**config.mk**
```make
export PLATFORM = sky130hd
export DESIGN_NAME = reset_sequencer
export DESIGN_NICKNAME = d
export VERILOG_FILES = /design/src/rtl/reset_seq_pkg.sv /design/src/rtl/btn_debouncer.sv /design/src/rtl/reset_sequencer.sv
export SDC_FILE = /design/constraint.sdc
export NUM_CORES = 1
export LEC_CHECK = 0
export CAP_MARGIN = 0
export CORE_MARGIN = 2
export CORE_UTILIZATION = 55
export DETAILED_ROUTE_END_ITERATION = 8
export PLACE_DENSITY = 0.77
export SYNTH_ARGS = -nofsm -noshare
export SYNTH_HDL_FRONTEND = slang
export SYNTH_SLANG_ARGS = --single-unit
```
**constraint.sdc**
```tcl
create_clock -name clk -period 3.9 [get_ports clk]
set_input_delay 0.39 -clock clk [delete_from_list [all_inputs] [get_ports clk]]
set_output_delay 0.39 -clock clk [all_outputs]
set_load 0.03 [all_outputs]
```
**src/rtl/reset_seq_pkg.sv**
```systemverilog
// Shared types and elaboration-time helpers for the reset sequencer.
package reset_seq_pkg;

  typedef enum logic [1:0] {
    ST_ASSERT  = 2'd0,
    ST_RELEASE = 2'd1,
    ST_RUN     = 2'd2
  } seq_state_e;

  // Ceiling log2, used to size counters so they can hold their terminal value.
  function automatic int clog2(input int value);
    int r;
    r = 0;
    for (int i = 0; i < 32; i++) begin
      if ((1 << r) < value) r = r + 1;
    end
    return r;
  endfunction

  function automatic int max2(input int a, input int b);
    return (a > b) ? a : b;
  endfunction

  // True when every parameter lies in its legal range.
  function automatic bit params_ok(input int sync_stages, input int debounce_cycles,
                                   input int num_domains, input int stretch_cycles,
                                   input int stagger_cycles);
    return (sync_stages >= 2) && (debounce_cycles >= 1) &&
           (num_domains >= 1) && (num_domains <= 8) &&
           (stretch_cycles >= 1) && (stagger_cycles >= 1);
  endfunction

endpackage

```
**src/rtl/btn_debouncer.sv**
```systemverilog
// Synchronises the raw push-button into the clock domain and debounces it,
// emitting a single-cycle pulse on each accepted rising level.
module btn_debouncer
  import reset_seq_pkg::*;
#(
  parameter int SYNC_STAGES     = 3,
  parameter int DEBOUNCE_CYCLES = 16
) (
  input  logic clk,
  input  logic rst,
  input  logic btn_i,
  output logic stable_o,
  output logic rise_pulse_o
);

  localparam int CW = clog2(DEBOUNCE_CYCLES + 1);
  localparam logic [CW-1:0] CNT_LAST = CW'(DEBOUNCE_CYCLES - 1);

  logic [SYNC_STAGES-1:0] sync_q;
  logic                   btn_sync;
  logic                   stable_q, stable_d;
  logic                   rise_q, rise_d;
  logic [CW-1:0]          cnt_q, cnt_d;

  assign btn_sync     = sync_q[SYNC_STAGES-1];
  assign stable_o     = stable_q;
  assign rise_pulse_o = rise_q;

  // Shift the asynchronous button through the synchroniser chain.
  always_ff @(posedge clk or posedge rst) begin
    if (rst) sync_q <= '0;
    else     sync_q <= {sync_q[SYNC_STAGES-2:0], btn_i};
  end

  // Accept a new level only after it has differed from the stable level long enough.
  always_comb begin
    stable_d = stable_q;
    cnt_d    = cnt_q;
    rise_d   = 1'b0;
    if (btn_sync == stable_q) begin
      cnt_d = '0;
    end else if (cnt_q == CNT_LAST) begin
      stable_d = ~stable_q;
      cnt_d    = '0;
      rise_d   = ~stable_q;
    end else begin
      cnt_d = cnt_q + 1'b1;
    end
  end

  // Debounce state registers.
  always_ff @(posedge clk or posedge rst) begin
    if (rst) begin
      stable_q <= 1'b0;
      cnt_q    <= '0;
      rise_q   <= 1'b0;
    end else begin
      stable_q <= stable_d;
      cnt_q    <= cnt_d;
      rise_q   <= rise_d;
    end
  end

endmodule

```
**src/rtl/reset_sequencer.sv**
```systemverilog
// Top-level reset sequencer: stretches any reset trigger and then releases
// the domain resets one by one, bit 0 first, at fixed intervals.
module reset_sequencer
  import reset_seq_pkg::*;
#(
  parameter int SYNC_STAGES     = 3,
  parameter int DEBOUNCE_CYCLES = 16,
  parameter int NUM_DOMAINS     = 3,
  parameter int STRETCH_CYCLES  = 4,
  parameter int STAGGER_CYCLES  = 8
) (
  input  logic                   clk,
  input  logic                   rst,
  input  logic                   btn_in,
  input  logic                   sw_rst_req,
  input  logic                   hold,
  output logic [NUM_DOMAINS-1:0] rst_out,
  output logic                   btn_event,
  output logic                   busy
);

  localparam int CW = clog2(max2(STRETCH_CYCLES, STAGGER_CYCLES) + 1);
  localparam int IW = clog2(NUM_DOMAINS + 1);
  localparam logic [CW-1:0] STRETCH_LAST = CW'(STRETCH_CYCLES - 1);
  localparam logic [CW-1:0] STAGGER_LAST = CW'(STAGGER_CYCLES - 1);
  localparam logic [IW-1:0] IDX_LAST     = IW'(NUM_DOMAINS - 1);
  localparam logic [NUM_DOMAINS-1:0] ONE_BIT = NUM_DOMAINS'(1);

  // Refuse to elaborate with out-of-range parameters.
  if (!params_ok(SYNC_STAGES, DEBOUNCE_CYCLES, NUM_DOMAINS, STRETCH_CYCLES, STAGGER_CYCLES)) begin : g_bad_params
    $error("reset_sequencer: illegal parameter combination");
  end

  seq_state_e             state_q, state_d;
  logic [CW-1:0]          cnt_q, cnt_d;
  logic [IW-1:0]          idx_q, idx_d;
  logic [NUM_DOMAINS-1:0] rst_out_q, rst_out_d;
  logic                   busy_q, busy_d;
  logic                   btn_stable;
  logic                   trigger;

  btn_debouncer #(
    .SYNC_STAGES    (SYNC_STAGES),
    .DEBOUNCE_CYCLES(DEBOUNCE_CYCLES)
  ) u_debouncer (
    .clk         (clk),
    .rst         (rst),
    .btn_i       (btn_in),
    .stable_o    (btn_stable),
    .rise_pulse_o(btn_event)
  );

  assign trigger = btn_event | sw_rst_req;
  assign rst_out = rst_out_q;
  assign busy    = busy_q;

  // Next-state logic: a trigger or hold always wins over a scheduled release.
  always_comb begin
    state_d   = state_q;
    cnt_d     = cnt_q;
    idx_d     = idx_q;
    rst_out_d = rst_out_q;
    case (state_q)
      ST_ASSERT: begin
        rst_out_d = '1;
        if (trigger || hold) begin
          cnt_d = '0;
        end else if (cnt_q == STRETCH_LAST) begin
          rst_out_d[0] = 1'b0;
          idx_d        = IW'(1);
          cnt_d        = '0;
          state_d      = (NUM_DOMAINS == 1) ? ST_RUN : ST_RELEASE;
        end else begin
          cnt_d = cnt_q + 1'b1;
        end
      end
      ST_RELEASE: begin
        if (trigger || hold) begin
          rst_out_d = '1;
          cnt_d     = '0;
          idx_d     = '0;
          state_d   = ST_ASSERT;
        end else if (cnt_q == STAGGER_LAST) begin
          rst_out_d = rst_out_q & ~(ONE_BIT << idx_q);
          idx_d     = idx_q + 1'b1;
          cnt_d     = '0;
          if (idx_q == IDX_LAST) state_d = ST_RUN;
        end else begin
          cnt_d = cnt_q + 1'b1;
        end
      end
      ST_RUN: begin
        rst_out_d = '0;
        if (trigger || hold) begin
          rst_out_d = '1;
          cnt_d     = '0;
          idx_d     = '0;
          state_d   = ST_ASSERT;
        end
      end
      default: begin
        rst_out_d = '1;
        cnt_d     = '0;
        idx_d     = '0;
        state_d   = ST_ASSERT;
      end
    endcase
    busy_d = |rst_out_d;
  end

  // Sequencer registers; outputs come straight from flops.
  always_ff @(posedge clk or posedge rst) begin
    if (rst) begin
      state_q   <= ST_ASSERT;
      cnt_q     <= '0;
      idx_q     <= '0;
      rst_out_q <= '1;
      busy_q    <= 1'b1;
    end else begin
      state_q   <= state_d;
      cnt_q     <= cnt_d;
      idx_q     <= idx_d;
      rst_out_q <= rst_out_d;
      busy_q    <= busy_d;
    end
  end

endmodule

```
==> results of run 1 <==
## synth_stat cells, types with 2 or more instances
cell type / n / area share, %
buf_2: 2 / 0.92
nor2_1: 11 / 3.8
o21ai_1: 3 / 1.4
nand2_1: 6 / 2.1
a31oi_1: 2 / 1.1
nor2b_1: 2 / 1.1
nand3_1: 7 / 3.2
o21ai_0: 2 / 0.92
o211ai_1: 2 / 1.4
and2_1: 2 / 1.1
mux2i_1: 2 / 1.8
dfstp_2: 4 / 9.6
xor2_1: 3 / 2.4
a21oi_1: 6 / 2.8
inv_1: 5 / 1.7
ha_1: 5 / 5.7
dfrtp_1: 18 / 41
## logic make-up after synthesis
logic type | Yosys count | share of synthesized area, %
flops | 22 | 50.9
fa+ha+maj | 5 | 5.73
xor+xnor | 3 | 2.41
compound gates | 24 | 14.7
buf+inv | 10 | 4.70
mux | 3 | 2.87
simple gates | 38 | 18.7
## per-layer routing
metal  part of all wire, %  global-route usage, %
met3                   3.9                   3.70
met2                    48                   32.4
met4                   2.5                   8.57
met5                     0                      0
met1                    46                   23.3
## path summary, 6_finish.rpt
check,from,endpoint,depth (start not counted)
max in group asynchronous,rst,cnt_q[1],2
max reg2reg,cnt_q[0],busy,5
min,u_debouncer.sync_q[0],u_debouncer.sync_q[1],0
min reg2reg,u_debouncer.sync_q[0],u_debouncer.sync_q[1],0
max,rst_out[1],rst_out[1],1
min in group asynchronous,rst,u_debouncer.sync_q[1],2
## state kept, by name, indices dropped and copies added (netlist names)
name,flops
idx_q,2
cnt_q,4
u_debouncer.cnt_q,5
state_q,2
u_debouncer.stable_o,1
u_debouncer.rise_pulse_o,1
busy,1
u_debouncer.sync_q,3
rst_out,3
## worst register-to-register path: stages (launching register included)
cell       delay [ps]
dfrtp_1           410
ha_1              280
nor2b_1           280
nand3_1           140
a21oi_1           210
o2111ai_1         130
## power by group through the flow
stage	combinational, W	clock (W)	sequential, W
finish	0.0000252	0.000174	0.000239
global route	0.0000290	0.000186	0.000240
CTS	0.0000257	0.000177	0.000239
detailed placement	0.0000256	0	0.000243
global placement	0.0000246	0	0.000243
floorplan	0.0000181	0	0.000242
## layout make-up
| type | instances | area share, % |
|---|---|---|
| Clock buffer | 3 | 1.82 |
| Multi-Input combinational cell | 73 | 39.1 |
| Tap cell | 27 | 2.73 |
| Inverter | 6 | 1.82 |
| Sequential cell | 22 | 44.8 |
| Timing Repair Buffer | 9 | 7.27 |
| Clock inverter | 1 | 2.42 |
## metrics by stage
stage	cell area, µm²	worst slack, ps	std cells	hold WS (ps)
6_report	1240	1980	141	374
5_1_grt	1240	1930	141	381
3_5_place_dp	1190	2110	137	338
4_1_cts	1240	1960	141	377
2_1_floorplan	1090	2510	105	331
3_3_place_gp	1190	2140	137	347
==> reports/results.ini, run 1 <==
[setup_path]
worstPathMaxFanout=2
criticalPathCategory=reg2out
cp_data_arrival_time_ps=1530
end_kind=output pin
cpMaxStageDelayCell=clkdlybuf4s50_1
reg2reg_slack_ps=2370
crit_chain=clkdlybuf4s50_1
start_kind=register
path_delay_family=buffers and inverters
required_ps=3510
critPathMaxStageDelay_ps=670
path_buf_inv=1

[finish]
seq_area_um2=556
final_util_pct=64.5
nFillCells=167
final_layout_size_suffix_gt1_share_pct=12.3
layout_common_cells=dfrtp_1, nor2_1, clkdlybuf4s50_1
multi_input_area_um2=484
antenna_cells=0
nets=125
area_delta_synth_final_pct=13.5
final_common_cell=dfrtp_1

[power_and_ir_drop]
p_per_area_nw_per_um2=353
p_seq_share_pct=54.6
vdd_drop_max_uv=297
p_comb_share_pct=5.7
p_int_w=0.000349
p_total_w=0.000438
clock_power_share_pct=39.7
swShare_pct=20.3
switching_power_w=0.0000889
p_leak_nw=0.551

[clock_network]
numCtsBuffers=3
cts_buffer_depth=2
cts_tree=done
htree_levels=1
clkSinkCount=22
insertion_delay_ps=310
cts_root_buffer=clkbuf_4
clkTransAtPathRegs_ps=120
post_cts_buffers=0
cts_hold_buf=0
cts_resized=0

[synthesis]
ys_ff_latch=22
synth_cell_type_count=40
syn_nets=115
yosys_most_used_dff=dfrtp_1
synthCells=105
async_reset_ff_share_pct=100
synth_seq_area_share_pct=50.9
yosysWarnings=0
synth_edf_count=0
syn-cell-area_um2=1090
syn_avg_cell_area_um2=10.4

[sta]
worst_pin_slew_ps=808
finalClockSkew_ps=6.03
drv_slew=0
hold_viol_final=0
fin_crit_sh_pct=49.3
post-route-min-period_ps=1920
setup_viol=0
rsz0062_at_grt=no
timing.setup.tns_ps=0
fmax_mhz=520
maxSlewHeadroom_pct=46.1

[grt]
grt_pass1_wl_um=3410
antenna_found_initial=0
overflow=0
track_usage_pct=18.9
grt_pass1_vias=777
grt_max_degree=23

[min_path]
holdCritPathClass=reg2reg

[placed_design]
place_hpwl_um=1490
io_buffers=9
place.gp.congestion=0.859

[die]
core_um2=1920
rows=16
die_h_um=48.5
start_util_pct=56.8
fp.dieW_um=48.5
io_pins=10
die_area_um2=2360

[routing]
ant_nets=0
routedWlPerCell_um=14.5
drt_iter0_drc=29
viasPerCell=5.69
drc_errors=0
dr_total_vias=802
drtPass1Iterations=4
drt-total-wl_um=2040

[outcome]
outcome=complete, no violations

[run]
drv_cap=0

Note: power is estimated with default switching activity, not from simulation.
==> inputs of run 2 (changes only) <==
CORE_UTILIZATION = 49   (was 55)
PLACE_DENSITY = 0.72   (was 0.77)
clock period = 1.7 ns   (was 3.9 ns; I/O delays follow)
==> run 2 against run 1 <==
Effect of this change: power rose by 130%; utilization shrank 5.4 points; first-iteration DRC count fell by 52%; clock skew decreased by 3.6 ps; sequential power rose by 130%; critical path depth unchanged; non-clock buffer count is 4 higher; final cell count up 3.5%.
==> reports/results.ini, run 2 (synthesis results as in run 1) <==
[outcome]
outcome=complete, no violations

[clock_network]
clkTransAtPathRegs_ps=130
numCtsBuffers=3
post_cts_buffers=0
cts_hold_buf=0
cts_buffer_depth=2
cts_root_buffer=clkbuf_4
insertion_delay_ps=310
cts_tree=done
htree_levels=1
clkSinkCount=22

[die]
start_util_pct=50.8
io_pins=10
rows=17
die_area_um2=2620
core_um2=2150
die_h_um=51.2
fp.dieW_um=51.2

[routing]
drt-total-wl_um=1980
drtPass1Iterations=6
viasPerCell=5.79
dr_total_vias=845
ant_nets=0
drt_iter0_drc=14
drc_errors=0
routedWlPerCell_um=13.6

[finish]
seq_area_um2=556
nFillCells=171
area_delta_synth_final_pct=16.3
nets=129
final_common_cell=dfrtp_1
layout_common_cells=dfrtp_1, nor2_1, nand3_1
final_layout_size_suffix_gt1_share_pct=15.3
multi_input_area_um2=484
regMostFlops=u_debouncer.cnt_q
antenna_cells=0
largest_register_ffs=5
top_regs=u_debouncer.cnt_q x5, cnt_q x4

[setup_path]
cpMaxStageDelayCell=clkdlybuf4s50_1
crit_chain=clkdlybuf4s50_1
path_delay_family=buffers and inverters
critPathMaxStageDelay_ps=680
worstPathMaxFanout=3
path_buf_inv=1
criticalPathCategory=reg2out
end_kind=output pin
start_kind=register
required_ps=1530
cp_data_arrival_time_ps=1390

[sta]
fmax_mhz=640
fin_crit_sh_pct=92.0
post-route-min-period_ps=1560
rsz0062_at_grt=no
finalClockSkew_ps=2.38
setup_viol=0
maxSlewHeadroom_pct=73.3
hold_ws_ps=84.5
hold_viol_final=0
timing.setup.tns_ps=0
worst_pin_slew_ps=400
drv_slew=0

[power_and_ir_drop]
vdd_drop_max_uv=555
p_per_area_nw_per_um2=798
p_leak_nw=0.564

[placed_design]
io_buffers=9
place.gp.congestion=0.833
place_hpwl_um=1440

[run]
drv_cap=0

[grt]
antenna_found_initial=0
grt_pass1_wl_um=3480
grt_pass1_vias=792
track_usage_pct=18.4
overflow=0
grt_max_degree=14

[min_path]
holdCritPathClass=in2async

run 2: cell types whose count changed in the layout (fill, tap and decap cells not counted), sizes merged:
cell	previous run	this run
clkdlybuf4s50	9	5
dlymetal6s2s	0	1
buf	0	4
dlygate4sd2	0	3
run 2: final timing paths:
kind | start | end | slack, ps | cells past startpoint
hold / removal | rst | cnt_q[0] | 80 | 2
max in group asynchronous | rst | rst_out[2] | 1120 | 3
min in group clk | btn_in | u_debouncer.sync_q[0] | 290 | 1
setup reg to reg | cnt_q[0] | busy | 140 | 5
hold reg to reg | u_debouncer.sync_q[1] | u_debouncer.sync_q[2] | 370 | 0
setup / recovery | u_debouncer.rise_pulse_o | btn_event | 140 | 1
run 2: layout make-up:
type	count	area share, %
Sequential cell	22	43.8
Multi-Input combinational cell	73	38.2
Timing Repair Buffer	13	9.37
Tap cell	28	2.76
Clock inverter	1	2.37
Clock buffer	3	1.78
Inverter	6	1.78
run 2: metrics by stage:
stage                     instance area, µm²  instances  total power (W)  setup WS [ps]  utilization (%)
after floorplan                         1090        105         0.000597            314                -
after global placement                  1220        142         0.000618            172             56.7
after detailed placement                1220        142         0.000622            145             56.7
after CTS                               1270        146          0.00102           18.9             58.9
after global routing                    1270        146          0.00106           18.0             59.1
final                                   1270        146          0.00101            136             59.1
run 2: metal layers:
| layer | vias to the layer above | wire (µm) | share of wire (%) | track usage, % |
|---|---|---|---|---|
| met5 | - | 0 | 0 | 0 |
| met4 | 0 | 17 | 0.86 | 9.91 |
| met3 | 2 | 96 | 4.8 | 3.51 |
| met2 | 25 | 934 | 47 | 28.8 |
| met1 | 412 | 934 | 47 | 24.0 |
| li1 | 406 | - | - | - |
run 2: timing repair:
item                                    CTS  global route
cloned                                    0             0
endpoints found under the setup margin    3             1
resized for setup                         3             1
run 2: power by group:
group	switching, W	internal (W)
Combinational	0.0000342	0.0000284
Sequential	0.0000105	0.000538
Clock	0.000163	0.000238
Total	0.000208	0.000804
